===== src/rtl/hb_pkg.sv =====
// Shared constants, widths and default coefficients for the TDM halfband decimator.
// NTAPS = 4K-1 gives K distinct nonzero off-centre taps; centre tap is fixed at 0.5.
package hb_pkg;

    localparam int DEF_WIDTH  = 18;
    localparam int DEF_CWIDTH = 18;
    localparam int DEF_NTAPS  = 7;

    localparam int DEF_COEF_7 [2] = '{-4248, 37012};

    typedef enum logic [1:0] {ST_IDLE, ST_SNAP, ST_MAC, ST_DONE} hb_state_t;

    function automatic int taps_to_k(input int ntaps);
        return (ntaps + 1) / 4;
    endfunction

    function automatic int index_width(input int k);
        return (k > 1) ? $clog2(k) : 1;
    endfunction

    function automatic int acc_width(input int width, input int cwidth, input int k);
        return width + cwidth + $clog2(k) + 2;
    endfunction

    // 0.5 in coefficient format is 2^(cwidth-2); products carry cwidth-1 fraction bits.
    function automatic int centre_shift(input int cwidth);
        return cwidth - 2;
    endfunction

    function automatic int out_shift(input int cwidth);
        return cwidth - 1;
    endfunction

    function automatic int default_coef(input int ntaps, input int k);
        if (ntaps == 7 && k < 2)
            return DEF_COEF_7[k];
        return 0;
    endfunction

endpackage


===== src/rtl/hb_decim_tdm_if.sv =====
// Sample, coefficient-load and result signals of the halfband decimator.
interface hb_decim_tdm_if
    import hb_pkg::*;
#(
    parameter int WIDTH  = DEF_WIDTH,
    parameter int CWIDTH = DEF_CWIDTH,
    parameter int AW     = 1
);
    logic                     in_en;
    logic signed [WIDTH-1:0]  x_in;
    logic                     coef_we;
    logic [AW-1:0]            coef_addr;
    logic signed [CWIDTH-1:0] coef_data;
    logic                     coef_commit;
    logic signed [WIDTH-1:0]  y;
    logic                     out_valid;
    logic                     busy;
    logic                     ovf_err;

    modport master (
        output in_en, x_in, coef_we, coef_addr, coef_data, coef_commit,
        input  y, out_valid, busy, ovf_err
    );

    modport slave (
        input  in_en, x_in, coef_we, coef_addr, coef_data, coef_commit,
        output y, out_valid, busy, ovf_err
    );
endinterface


===== src/rtl/hb_coef_bank.sv =====
// Shadow/active coefficient registers; a commit raised while a run holds the bank
// stays pending and lands once the hold drops.
module hb_coef_bank
    import hb_pkg::*;
#(
    parameter int CWIDTH = DEF_CWIDTH,
    parameter int NTAPS  = DEF_NTAPS,
    parameter int K      = taps_to_k(DEF_NTAPS),
    parameter int KW     = index_width(taps_to_k(DEF_NTAPS))
) (
    input  logic                     sys_clk,
    input  logic                     reset,
    input  logic                     we,
    input  logic [KW-1:0]            addr,
    input  logic signed [CWIDTH-1:0] data,
    input  logic                     commit,
    input  logic                     hold,
    input  logic [KW-1:0]            rd_idx,
    output logic signed [CWIDTH-1:0] rd_coef
);
    logic signed [CWIDTH-1:0] shadow      [K];
    logic signed [CWIDTH-1:0] shadow_next [K];
    logic signed [CWIDTH-1:0] active      [K];
    logic                     pending;
    logic                     apply;

    // A same-cycle write is folded in before the copy so a commit always sees it.
    always_comb begin
        for (int k = 0; k < K; k++)
            shadow_next[k] = (we && addr == KW'(k)) ? data : shadow[k];
        apply = (commit || pending) && !hold;
    end

    always_ff @(posedge sys_clk) begin
        if (reset) begin
            for (int k = 0; k < K; k++) begin
                shadow[k] <= CWIDTH'(default_coef(NTAPS, k));
                active[k] <= CWIDTH'(default_coef(NTAPS, k));
            end
            pending <= 1'b0;
        end else begin
            for (int k = 0; k < K; k++)
                shadow[k] <= shadow_next[k];
            if (apply)
                for (int k = 0; k < K; k++)
                    active[k] <= shadow_next[k];
            pending <= (commit || pending) && hold;
        end
    end

    assign rd_coef = active[rd_idx];

endmodule


===== src/rtl/hb_decim_tdm.sv =====
// Decimate-by-2 halfband FIR: pre-added symmetric pairs share one multiplier over
// K cycles, the 0.5 centre tap is a shift, output is rounded and saturated.
module hb_decim_tdm
    import hb_pkg::*;
#(
    parameter int WIDTH  = DEF_WIDTH,
    parameter int CWIDTH = DEF_CWIDTH,
    parameter int NTAPS  = DEF_NTAPS
) (
    input logic           sys_clk,
    input logic           reset,
    hb_decim_tdm_if.slave bus
);
    localparam int K      = taps_to_k(NTAPS);
    localparam int KW     = index_width(K);
    localparam int ACCW   = acc_width(WIDTH, CWIDTH, K);
    localparam int PW     = WIDTH + 1;
    localparam int MW     = PW + CWIDTH;
    localparam int CENTRE = (NTAPS - 1) / 2;
    localparam logic signed [ACCW-1:0] HALF = ACCW'(1) << (out_shift(CWIDTH) - 1);
    localparam logic signed [ACCW-1:0] YMAX = (ACCW'(1) << (WIDTH - 1)) - ACCW'(1);
    localparam logic signed [ACCW-1:0] YMIN = ~YMAX;

    hb_state_t               state, state_next;
    logic                    phase;
    logic                    accept;
    logic                    drop;
    logic                    run_hold;
    logic                    last_mac;
    logic signed [WIDTH-1:0] dline  [NTAPS];
    logic signed [PW-1:0]    snap_p [K];
    logic [KW-1:0]           idx;
    logic signed [CWIDTH-1:0] coef;
    logic signed [MW-1:0]    prod;
    logic signed [ACCW-1:0]  acc, acc_next, acc_rnd, acc_scaled;
    logic signed [WIDTH-1:0] y_sat, y_q;
    logic                    ovf_q;

    hb_coef_bank #(.CWIDTH(CWIDTH), .NTAPS(NTAPS), .K(K), .KW(KW)) coefs (
        .sys_clk (sys_clk),
        .reset   (reset),
        .we      (bus.coef_we),
        .addr    (bus.coef_addr),
        .data    (bus.coef_data),
        .commit  (bus.coef_commit),
        .hold    (run_hold),
        .rd_idx  (idx),
        .rd_coef (coef)
    );

    // A phase-1 sample cannot start a second run on top of one in flight.
    assign accept   = bus.in_en && !(phase && state != ST_IDLE);
    assign drop     = bus.in_en && phase && state != ST_IDLE;
    assign last_mac = (idx == KW'(K - 1));

    always_ff @(posedge sys_clk) begin
        if (reset)
            state <= ST_IDLE;
        else
            state <= state_next;
    end

    always_comb begin
        state_next = state;
        case (state)
            ST_IDLE: if (accept && phase) state_next = ST_SNAP;
            ST_SNAP: state_next = ST_MAC;
            ST_MAC:  if (last_mac) state_next = ST_DONE;
            default: state_next = ST_IDLE;
        endcase
    end

    always_comb begin
        bus.out_valid = (state == ST_DONE);
        bus.busy      = (state != ST_IDLE);
        run_hold      = (state == ST_SNAP) || (state == ST_MAC);
    end

    always_comb begin
        prod       = MW'(snap_p[idx]) * MW'(coef);
        acc_next   = acc + ACCW'(prod);
        acc_rnd    = acc_next + HALF;
        acc_scaled = acc_rnd >>> out_shift(CWIDTH);
        if (acc_scaled > YMAX)
            y_sat = YMAX[WIDTH-1:0];
        else if (acc_scaled < YMIN)
            y_sat = YMIN[WIDTH-1:0];
        else
            y_sat = acc_scaled[WIDTH-1:0];
    end

    // The snapshot reads the delay line before any same-edge shift, isolating the run.
    always_ff @(posedge sys_clk) begin
        if (reset) begin
            phase <= 1'b0;
            ovf_q <= 1'b0;
            idx   <= '0;
            acc   <= '0;
            y_q   <= '0;
            for (int i = 0; i < NTAPS; i++)
                dline[i] <= '0;
            for (int k = 0; k < K; k++)
                snap_p[k] <= '0;
        end else begin
            if (accept) begin
                dline[0] <= bus.x_in;
                for (int i = 1; i < NTAPS; i++)
                    dline[i] <= dline[i-1];
                phase <= ~phase;
            end
            if (drop)
                ovf_q <= 1'b1;
            if (state == ST_SNAP) begin
                for (int k = 0; k < K; k++)
                    snap_p[k] <= PW'(dline[2*k]) + PW'(dline[NTAPS-1-2*k]);
                acc <= ACCW'(dline[CENTRE]) <<< centre_shift(CWIDTH);
                idx <= '0;
            end else if (state == ST_MAC) begin
                acc <= acc_next;
                idx <= idx + KW'(1);
                if (last_mac)
                    y_q <= y_sat;
            end
        end
    end

    assign bus.y       = y_q;
    assign bus.ovf_err = ovf_q;

endmodule


===== src/flat_wrapper.sv =====
// flat-port wrapper written by rule: the top's interface ports become plain ports
module hb_decim_tdm_flat import hb_pkg::*;
#(
    parameter int WIDTH  = DEF_WIDTH,
    parameter int CWIDTH = DEF_CWIDTH,
    parameter int NTAPS  = DEF_NTAPS
)
  (sys_clk, reset, bus_in_en, bus_x_in, bus_coef_we, bus_coef_addr, bus_coef_data, bus_coef_commit, bus_y, bus_out_valid, bus_busy, bus_ovf_err);
  hb_decim_tdm_if #(.WIDTH(WIDTH), .CWIDTH(CWIDTH), .AW(1)) bus_i ();
  input logic sys_clk;
  input logic reset;
  input wire logic [$bits(bus_i.in_en)-1:0] bus_in_en;
  input wire logic [$bits(bus_i.x_in)-1:0] bus_x_in;
  input wire logic [$bits(bus_i.coef_we)-1:0] bus_coef_we;
  input wire logic [$bits(bus_i.coef_addr)-1:0] bus_coef_addr;
  input wire logic [$bits(bus_i.coef_data)-1:0] bus_coef_data;
  input wire logic [$bits(bus_i.coef_commit)-1:0] bus_coef_commit;
  output wire logic [$bits(bus_i.y)-1:0] bus_y;
  output wire logic [$bits(bus_i.out_valid)-1:0] bus_out_valid;
  output wire logic [$bits(bus_i.busy)-1:0] bus_busy;
  output wire logic [$bits(bus_i.ovf_err)-1:0] bus_ovf_err;
  assign bus_i.in_en = bus_in_en;
  assign bus_i.x_in = bus_x_in;
  assign bus_i.coef_we = bus_coef_we;
  assign bus_i.coef_addr = bus_coef_addr;
  assign bus_i.coef_data = bus_coef_data;
  assign bus_i.coef_commit = bus_coef_commit;
  assign bus_y = bus_i.y;
  assign bus_out_valid = bus_i.out_valid;
  assign bus_busy = bus_i.busy;
  assign bus_ovf_err = bus_i.ovf_err;
  hb_decim_tdm #(.WIDTH(WIDTH), .CWIDTH(CWIDTH), .NTAPS(NTAPS)) u_core (.sys_clk(sys_clk), .reset(reset), .bus(bus_i));
endmodule

===== config.mk =====
export PLATFORM = sky130hd
export DESIGN_NAME = hb_decim_tdm_flat
export DESIGN_NICKNAME = d
export VERILOG_FILES = /design/src/rtl/hb_pkg.sv /design/src/rtl/hb_decim_tdm_if.sv /design/src/rtl/hb_coef_bank.sv /design/src/rtl/hb_decim_tdm.sv /design/src/flat_wrapper.sv
export SDC_FILE = /design/constraint.sdc
export NUM_CORES = 2
export LEC_CHECK = 0
export ABC_AREA = 1
export BUFFER_PORTS_ARGS = -buffer_cell sky130_fd_sc_hd__clkbuf_2
export CAP_MARGIN = 25
export CORE_MARGIN = 2
export CORE_UTILIZATION = 50
export DETAILED_ROUTE_END_ITERATION = 12
export PLACE_DENSITY = 0.66
export SLEW_MARGIN = 0
export SYNTH_ARGS = -nofsm -noshare
export SYNTH_HDL_FRONTEND = slang
export SYNTH_HIERARCHICAL = 1
export SYNTH_SLANG_ARGS = --single-unit

===== constraint.sdc =====
create_clock -name sys_clk -period 10.1 [get_ports sys_clk]
set_input_delay 2.02 -clock sys_clk [delete_from_list [all_inputs] [get_ports sys_clk]]
set_output_delay 2.02 -clock sys_clk [all_outputs]
set_load 0.05 [all_outputs]

==> metrics.md <==
| Metric | Value |
|---|---|
| CP required | `approximately 11000 ps` |
| # Max-Cap Violations | `0` |
| FMAX | `roughly 110 MHz` |
| Num rows | `89` |
| Number of synthesized flops with an enable pin | `200` |
| Largest net degree at the start of global routing | `88` |
| Crit path kind | `reg -> reg` |
| I/O Buffers | `just over 60` |
| Detailed Routing Iterations Pass 1 | `6` |
| Hold_ws | `approximately 470 ps` |
| Post-synth top area share | `0.267` |
| Placer Congestion | `0.942` |
| Number of global-route vias before repair | `22000` |
| Sink Count | `300` |
| Die Y | `between 200 and 250 um` |
| Final Hold Fails | `0` |
| Clk buf depth | `3` |
| Post_cts resized | `0` |
| CTS H-Tree Depth | `2` |
| Hold path depth | `2` |
| Clock skew | `roughly 21 ps` |
| Startpoint Class | `flip-flop` |
| Worst-Skew Late Latency | `570 ps` |
| Max-slew headroom | `0.386` |
| Core area | `a little under 60000 um^2` |
| Mapped Cells | `between 3000 and 4000` |
| CP most frequent cell | `nand2_1` |
| Area leader, netlist | `fa_1` |
| Post-synth cell types | `49` |
| Post-Layout Cell Count | `4424` |
| Top post-synthesis cells by area | `fa_1, edfxtp_1, inv_1, nand2_1, dfxtp_1` |
| CTS Buf Count | `36` |
| Die ar. | `61000 um^2` |
| Hpwl dp | `between 60 and 70 mm` |
| Remaining DRCs | `0` |
| CP max stage cell | `fa_1` |
| Async set or reset register ratio after synthesis | `0` |
| CP max stage delay | `540 ps` |
| Final min period | `9040 ps` |
| Peak fanout along the critical path | `19` |
| Worst Reg-to-Reg Cells | `36` |
| Part of the cycle the worst path needs | `0.895` |
| WL/cell | `around 17 um` |
| Antenna viol nets, final | `0` |
| Grt ovf | `0` |
| Seq/Total Area, Yosys | `0.271` |
| Vias per cell | `5.03` |
| First-pass GRT wire length | `123 mm` |
| Setup TNS | `0 ps` |
| Yosys warns | `6` |
| Die Span X | `247 um` |
| Dpl cells | `4356` |
| Initial DRC count | `between 1500 and 2000` |
| Pins Over Slew Limit | `0` |
| I/O pins | `63` |
| Post-CTS Setup Bufs | `0` |
| Synth Flop Type | `edfxtp_1` |
| CP Capture Type | `flip-flop` |
| Worst-margin pin slew | `911 ps` |
| Status | `finished clean` |
| CP delay by family, top | `adder cells` |
| Setup violators final | `0` |
| Area Overhead vs Synth | `8.51%` |
| CP arrival | `9490 ps` |
| Share of layout cells above drive strength 1 | `0.0841` |
| Reg clk slew, reported paths | `60 ps` |
| Initial antenna violation count | `0` |
| Root buf cell | `clkbuf_16` |
| GRT Total Usage | `0.263` |
| CTS tree | `yes` |
| Post-Syn Area per Cell | `8.28 um^2` |
| CP bufs+invs | `8` |
| Starting density of the core | `0.503` |
| Yosys reg bits | `300` |
| Synthesized area | `around 30000 um^2` |
| Worst Hold Class | `reg -> reg` |
| CP Depth | `36` |
| Post-cts hold buffer count | `0` |
| RSZ-0062 raised after global routing | `false` |
| Vias post-DR | `roughly 22000` |
| DRT Wirelength | `76.7 mm` |
| # diodes | `0` |
| Mapped Nets | `approximately 4200` |
| Nets | `4219` |
## through the flow
stage,worst slack [ps],area (um^2),util
floorplan,2490,29500,-
global placement,1120,30800,0.524
detailed placement,1110,30800,0.524
CTS,1070,32000,0.545
global route,479,32000,0.546
finish,1060,32000,0.546
## per-layer routing
| metal | routed length [um] | vias to the layer above | global-route usage |
|---|---|---|---|
| met5 | 0 | - | 0.00245 |
| met2 | 34200 | 686 | 0.403 |
| li1 | - | 10800 | - |
| met4 | 3080 | 0 | 0.102 |
| met1 | 33600 | 10700 | 0.367 |
| met3 | 5790 | 137 | 0.0540 |
## cells in the mapped netlist (17+ instances only)
cell type  instances
inv_1            892
nand2_1          677
nor2_1           442
fa_1             394
edfxtp_1         200
ha_1             160
a21oi_1          128
o21ai_0          102
dfxtp_1          100
nand3_1           96
clkbuf_1          68
nand2_2           36
or2_2             29
xor2_1            28
nor2_2            25
a221oi_1          22
nand4_1           17
## flip-flops by register name (all words and copies together), names as in the netlist, 2 cells and up, named ones only
name                 cells
u_core/dline           126
u_core/acc              39
u_core/snap_p           38
u_core/coefs/active     36
u_core/coefs/shadow     36
u_core/bus.y            18
u_core/state             2
## layout make-up
class	count	area, um^2
Fill cell	5465	26600
Inverter	915	3440
Sequential cell	300	8010
Multi-Input combinational cell	2255	17700
Clock inverter	18	253
Tap cell	773	967
Clock buffer	48	956
Timing Repair Buffer	115	761
## cell families (layout without fill, tap and decap cells)
group / Yosys count / count (layout) / share of synthesized area
AND/OR/NAND/NOR: 1363 / 1363 / 0.194
XOR/XNOR: 38 / 38 / 0.0113
buffers and inverters: 1011 / 1096 / 0.131
AO/OA/AOI/OAI: 300 / 300 / 0.0571
flip-flops: 300 / 300 / 0.271
adder cells (fa/ha/maj): 554 / 554 / 0.335
## worst register-to-register path: cells and delay by family (launching register included)
family | cells | cell delay, ps
simple gates | 19 | 3270
buf+inv | 8 | 1560
fa+ha+maj | 8 | 3630
flops | 1 | 320
compound gates | 1 | 140
## path summary, 6_finish.rpt
kind / start / to / slack (ps)
setup / recovery: flip-flop / u_core/bus.y[6] / 1060
hold / removal: u_core/acc[2] / u_core/acc[2] / 470
setup reg to reg: flip-flop / u_core/bus.y[6] / 1060
hold reg to reg: u_core/acc[2] / u_core/acc[2] / 470
## cell usage in the layout, fill, tap and decap left out, types with 8 or more instances in the layout
master and n:
a21oi_2 10, clkbuf_2 62, clkbuf_16 36, nand4_1 17, or2_2 29, edfxtp_1 200, buf_4 50, ha_1 160
nor2_1 442, xnor2_1 10, o21a_1 8, a221oi_1 22, inv_1 891, clkinv_1 14, inv_2 12, nand2_2 36
nor2_2 25, nand3_2 8, nand2_1 675, a21oi_1 128, fa_1 394, nand3_1 96, o21ai_1 16, o21ai_0 93
xor2_1 28, a31oi_1 10, clkbuf_1 11, dfxtp_1 100
Power is not shown: default switching activity piles up to over one toggle a cycle in this logic, so the estimate is an artifact.
